### src/rtl/noc_input_buffer.sv
// Per-port NoC input stage: FIFO, head/body/tail framing and XY route request. Optional NOC_IBUF_PKTCNT_EN adds pkt_count.
// Latency: a pushed flit reaches out_flit one cycle later at the earliest (no bypass).
// Backpressure: in_ready drops when the FIFO is full; out_flit/out_route hold while out_ready is low.

module noc_ibuf_fifo #(
  parameter int WIDTH = 64,
  parameter int DEPTH = 4
) (
  input  logic                     clk,
  input  logic                     rst,
  input  logic                     push_vld,
  input  logic [WIDTH-1:0]         push_dat,
  output logic                     push_rdy,
  output logic                     pop_vld,
  output logic [WIDTH-1:0]         pop_dat,
  input  logic                     pop_rdy,
  output logic [$clog2(DEPTH):0]   count
);
  localparam int AW = $clog2(DEPTH);

  logic [WIDTH-1:0] mem [DEPTH];
  logic [AW-1:0]    wr_ptr;
  logic [AW-1:0]    rd_ptr;
  logic             push_fire;
  logic             pop_fire;

  // Full blocks a push even when a pop happens in the same cycle.
  assign push_rdy  = (count < (AW+1)'(DEPTH));
  assign pop_vld   = (count != '0);
  assign pop_dat   = mem[rd_ptr];
  assign push_fire = push_vld && push_rdy;
  assign pop_fire  = pop_vld && pop_rdy;

  always_ff @(posedge clk) begin
    if (push_fire) begin
      mem[wr_ptr] <= push_dat;
    end
  end

  always_ff @(posedge clk) begin
    if (rst) begin
      wr_ptr <= '0;
      rd_ptr <= '0;
      count  <= '0;
    end else begin
      if (push_fire) begin
        wr_ptr <= wr_ptr + AW'(1);
      end
      if (pop_fire) begin
        rd_ptr <= rd_ptr + AW'(1);
      end
      case ({push_fire, pop_fire})
        2'b10:   count <= count + (AW+1)'(1);
        2'b01:   count <= count - (AW+1)'(1);
        default: count <= count;
      endcase
    end
  end
endmodule

module noc_input_buffer #(
  parameter int DEPTH   = 4,
  parameter int COORD_W = 4,
  parameter int MY_X    = 0,
  parameter int MY_Y    = 0
) (
  input  logic                   clk,
  input  logic                   rst,
  input  logic [63:0]            in_flit,
  input  logic                   in_valid,
  output logic                   in_ready,
  output logic [63:0]            out_flit,
  output logic                   out_valid,
  output logic [4:0]             out_route,
  input  logic                   out_ready,
  output logic                   err_proto,
  output logic [$clog2(DEPTH):0] occupancy
`ifdef NOC_IBUF_PKTCNT_EN
  ,
  output logic [15:0]            pkt_count
`endif
);
  typedef enum logic {IDLE, IN_PKT} state_t;

  localparam logic [COORD_W-1:0] MY_X_C = COORD_W'(MY_X);
  localparam logic [COORD_W-1:0] MY_Y_C = COORD_W'(MY_Y);

  localparam logic [4:0] R_LOCAL = 5'b00001;
  localparam logic [4:0] R_NORTH = 5'b00010;
  localparam logic [4:0] R_EAST  = 5'b00100;
  localparam logic [4:0] R_SOUTH = 5'b01000;
  localparam logic [4:0] R_WEST  = 5'b10000;

  state_t             state_q, state_d;
  logic [4:0]         route_q, route_d;
  logic               err_q;
  logic               head_vld;
  logic [63:0]        head_dat;
  logic               fifo_pop;
  logic               fifo_push_rdy;
  logic [1:0]         flit_type;
  logic               starts_pkt;
  logic               ends_pkt;
  logic [COORD_W-1:0] dest_x;
  logic [COORD_W-1:0] dest_y;
  logic [4:0]         calc_route;
  logic               vld_c;
  logic [4:0]         route_c;
  logic               discard;
  logic               err_set;

  assign in_ready = fifo_push_rdy && !rst;

  noc_ibuf_fifo #(.WIDTH(64), .DEPTH(DEPTH)) u_fifo (
    .clk      (clk),
    .rst      (rst),
    .push_vld (in_valid && in_ready),
    .push_dat (in_flit),
    .push_rdy (fifo_push_rdy),
    .pop_vld  (head_vld),
    .pop_dat  (head_dat),
    .pop_rdy  (fifo_pop),
    .count    (occupancy)
  );

  // Type encoding: bit0 marks a packet start (head/single), bit1 a packet end (tail/single).
  assign flit_type  = head_dat[63:62];
  assign starts_pkt = flit_type[0];
  assign ends_pkt   = flit_type[1];
  assign dest_x     = head_dat[61 -: COORD_W];
  assign dest_y     = head_dat[61-COORD_W -: COORD_W];

  always_comb begin
    calc_route = R_LOCAL;
    if (dest_x > MY_X_C) begin
      calc_route = R_EAST;
    end else if (dest_x < MY_X_C) begin
      calc_route = R_WEST;
    end else if (dest_y > MY_Y_C) begin
      calc_route = R_NORTH;
    end else if (dest_y < MY_Y_C) begin
      calc_route = R_SOUTH;
    end
  end

  always_comb begin
    state_d = state_q;
    route_d = route_q;
    vld_c   = 1'b0;
    route_c = 5'b00000;
    discard = 1'b0;
    err_set = 1'b0;
    if (head_vld) begin
      if (starts_pkt) begin
        // A new head while a packet is open is flagged, then handled as a fresh packet.
        vld_c   = 1'b1;
        route_c = calc_route;
        err_set = (state_q == IN_PKT);
        if (out_ready) begin
          if (ends_pkt) begin
            state_d = IDLE;
            route_d = 5'b00000;
          end else begin
            state_d = IN_PKT;
            route_d = calc_route;
          end
        end
      end else if (state_q == IDLE) begin
        discard = 1'b1;
        err_set = 1'b1;
      end else begin
        vld_c   = 1'b1;
        route_c = route_q;
        if (out_ready && ends_pkt) begin
          state_d = IDLE;
          route_d = 5'b00000;
        end
      end
    end
  end

  assign fifo_pop  = (vld_c && out_ready) || discard;
  assign out_valid = vld_c;
  assign out_route = route_c;
  assign out_flit  = vld_c ? head_dat : 64'd0;
  assign err_proto = err_q;

  always_ff @(posedge clk) begin
    if (rst) begin
      state_q <= IDLE;
      route_q <= 5'b00000;
      err_q   <= 1'b0;
    end else begin
      state_q <= state_d;
      route_q <= route_d;
      if (err_set) begin
        err_q <= 1'b1;
      end
    end
  end

`ifdef NOC_IBUF_PKTCNT_EN
  logic [15:0] pkt_cnt_q;
  logic        pkt_done;

  assign pkt_done = vld_c && out_ready && ends_pkt;

  always_ff @(posedge clk) begin
    if (rst) begin
      pkt_cnt_q <= 16'd0;
    end else if (pkt_done) begin
      pkt_cnt_q <= pkt_cnt_q + 16'd1;
    end
  end

  assign pkt_count = pkt_cnt_q;
`else
  // Packet counter not built.
`endif
endmodule

### config.mk
export PLATFORM = sky130hd
export DESIGN_NAME = noc_input_buffer
export DESIGN_NICKNAME = d
export VERILOG_FILES = /design/src/rtl/noc_input_buffer.sv
export SDC_FILE = /design/constraint.sdc
export NUM_CORES = 1
export LEC_CHECK = 0
export BUFFER_PORTS_ARGS = -buffer_cell sky130_fd_sc_hd__buf_2
export CAP_MARGIN = 20
export CELL_PAD_IN_SITES_DETAIL_PLACEMENT = 1
export CELL_PAD_IN_SITES_GLOBAL_PLACEMENT = 2
export CORE_MARGIN = 1.5
export CORE_UTILIZATION = 47
export DETAILED_ROUTE_END_ITERATION = 12
export PLACE_DENSITY_LB_ADDON = 0.1
export SYNTH_ARGS = -nofsm -noshare
export SYNTH_HDL_FRONTEND = slang
export SYNTH_HIERARCHICAL = 1
export SYNTH_SLANG_ARGS = --single-unit
export TNS_END_PERCENT = 10
### constraint.sdc
create_clock -name clk -period 6.1 [get_ports clk]
set_input_delay 0.305 -clock clk [delete_from_list [all_inputs] [get_ports clk]]
set_output_delay 0.305 -clock clk [all_outputs]
set_load 0.1 [all_outputs]
==> results.toml <==
[outcome]
status = "complete, no violations"

[worst_setup_path]
cp.required_ns = 5.79
reg2reg_depth = 11
reg2reg_to = "u_fifo/count[2]"
end_kind = "primary output"
cp_data_arrival_time_ns = 3.27
critical_path_peak_fanout = 63
r2r_setup_slack_ns = 2.59
crit_type = "reg2out"
startpoint_type = "register"

[hold_path]
hp-class = "in2reg"
holdPathStages = 1
hold_end = "u_fifo/mem[2][56]"
worstHoldStart = "in_flit[56]"

[yosys]
synth_warnings = 6
syn-cell-area_um2 = 10620
yosys.area.top_type_share_pct = 72.39
yosysMostFrequentCell = "edfxtp_1"
synth_edf_count = 256
synth_area_leaders = "edfxtp_1 72%, mux4_2 13%, and2_1 4.1%"
ys.flop_type = "edfxtp_1"
syn_inst = 501
ys_seq_area_share_pct = 75.03
syn_avg_cell_area_um2 = 21.20
synth.largest_area_cell = "edfxtp_1"
synth-seq-cells = 270
yosysUniqueCellTypes = 41
asyncSetResetFlopFracSynth_pct = 0
ys_top_cells_by_count = "256 x edfxtp_1, 69 x and2_1, 60 x mux4_2"

[floorplanning]
io_pins = 143
dieArea_um2 = 23500
die-height_um = 153.3
num_rows = 54
start_util_pct = 48.21
die_w_um = 153.3
core_region_area_um2 = 22030

[timing]
final_hold_viol_count = 0
setup_viol = 0
worst_pin_slew_ns = 1.068
fmax_mhz = 279.8
finalWorstSetupSlack_ns = 2.526
slew_viol_final = 0
relSlewSlack_pct = 28.82
finalCritPeriodShare_pct = 58.59
period_needed_ns = 3.574
hold_slack_ns = 0.02298
rsz0062_at_grt = "false"
finalClockSkew_ns = 0.02529
setup_tns_ns = 0

[detailed_routing]
vias_per_cell = 5.339
drt_iter0_markers = 304
dr.pass1.iters = 4
ant_nets = 0
drc_errors = 0
post_drt_wl_per_cell_um = 21.37
routed_wl_mm = 21.74
via_count = 5430

[clocking]
numCtsBuffers = 29
clk_latency_ns = 0.55
htreeDepth = 1
cts_tree = "yes"
clkSinkCount = 270
post_cts_resized = 0
clock-root-buffer = "clkbuf_16"
cts_setup_buffers = 0
clockBufferDepth = 3
path_clk_slew_ns = 0.06

[final_layout]
drive_above_1_share_pct = 35.14
antenna_cells = 0
fillCellCount = 1966
area_growth_pct = 22.71
nets = 789

[grt]
antenna_found_initial = 0
overflow = 0
grtUsageTotal_pct = 19.23
grt_pass1_wl_mm = 34.48
grt_max_degree = 65
first_global_vias = 6081

[power]
ir_worst_vdd_v = 0.0002449
p_per_area_nw_per_um2 = 356.1
p_leak_nw = 4.560

[job]
maxCapViolations = 0

[placed_design]
hpwl_mm = 12.00
portBuffers = 140
place.gp.congestion = 0.7587
preCtsSetupSlack_ns = 2.354
## layout make-up
type,count,area [um2],share of cell area [%]
well taps,280,350.3,2.689
inverters,10,37.54,0.2881
multi-input cells,196,2359,18.10
clock buffers,32,737.0,5.656
flip-flops and latches,270,7975,61.21
repair buffers,207,1374,10.54
clock inverters,22,197.7,1.517
## sequential cells by signal, indices dropped and copies added, names as in the netlist, named ones only
name           cells
err_proto          1
route_q            3
state_q            1
u_fifo/count       3
u_fifo/mem       256
u_fifo/rd_ptr      2
u_fifo/wr_ptr      2
## critical path, stage by stage (launching register included)
cell and delay [ns]:
dfxtp_4 0.35, buf_4 0.73, mux4_2 0.47, nor4_4 0.44, nand3_1 0.13, a21boi_0 0.16, buf_2 0.44
## cell families after synthesis
| family | after synthesis | synth area share, % |
|---|---|---|
| DFF | 270 | 75.03 |
| and+or+nand+nor | 99 | 5.891 |
| other | 1 | 0.03531 |
| AOI/OAI and AO/OA | 18 | 1.037 |
| xor gates and xnor gates | 5 | 0.4125 |
| muxes | 65 | 13.81 |
| buffers and inverters | 36 | 2.887 |
| adders and majority gates | 7 | 0.8955 |
## worst max path at each step
stage / start / end / slack [ns] / depth (start not counted)
5_1_grt: register / out_route[0] / 2.25 / 6
4_1_cts: register / out_flit[22] / 1.76 / 7
2_1_floorplan: u_fifo/count[2] / u_fifo/mem[0][0] / 1.28 / 6
3_3_place_gp: register / out_flit[0] / 2.48 / 7
3_5_place_dp: register / out_flit[22] / 2.35 / 7
6_report: register / out_route[0] / 2.53 / 6
## routing by layer
metal  GRT usage (%)  vias to the layer above  wire, um
met5               0                        -         0
met4           4.202                        0       312
met3           2.892                       25       785
met2           33.96                      136     11250
met1           25.41                     2834      9386
li1                -                     2435         -
## metrics by stage
| stage | util, % | total power, mW | area, um2 | instances |
|---|---|---|---|---|
| after floorplan | - | 2.818 | 10620 | 502 |
| after global placement | 51.96 | 2.924 | 11440 | 899 |
| after detailed placement | 51.96 | 2.943 | 11440 | 899 |
| after CTS | 59.07 | 4.684 | 13010 | 1016 |
| after global routing | 59.16 | 4.778 | 13030 | 1017 |
| final | 59.16 | 4.640 | 13030 | 1017 |
## timing repair
action | 4_1_cts | 5_1_grt
hold buffers | 63 | 0
setup endpoints to repair | 0 | 0
endpoints found under the hold margin | 252 | 0
## cells in the final DEF, fill, tap and decap left out, types with 2 or more instances in the layout
cell,synthesis,layout
edfxtp_1,256,256
buf_2,7,140
and2_1,69,65
dlygate4sd3_1,0,63
mux4_2,60,60
clkbuf_16,0,29
dfxtp_1,14,12
inv_1,10,10
nor2_1,10,10
clkinv_2,0,9
clkinv_1,0,7
a21oi_1,6,6
ha_1,6,6
nand3_1,5,5
o21ai_0,5,5
mux4_1,4,4
and2_4,0,4
nand3b_1,3,3
bufinv_16,0,3
clkbuf_1,1,3
buf_4,3,3
xor2_1,3,3
nor2b_1,2,2
nand4_1,2,2
conb_1,1,2
xnor2_1,2,2
dfxtp_4,0,2
## power by group
part           internal (mW)  switching (mW)
logic                  0.209           0.612
registers               2.08          0.0289
clock network           1.00           0.705
total                   3.29            1.35
(Power assumes the default switching activity.)
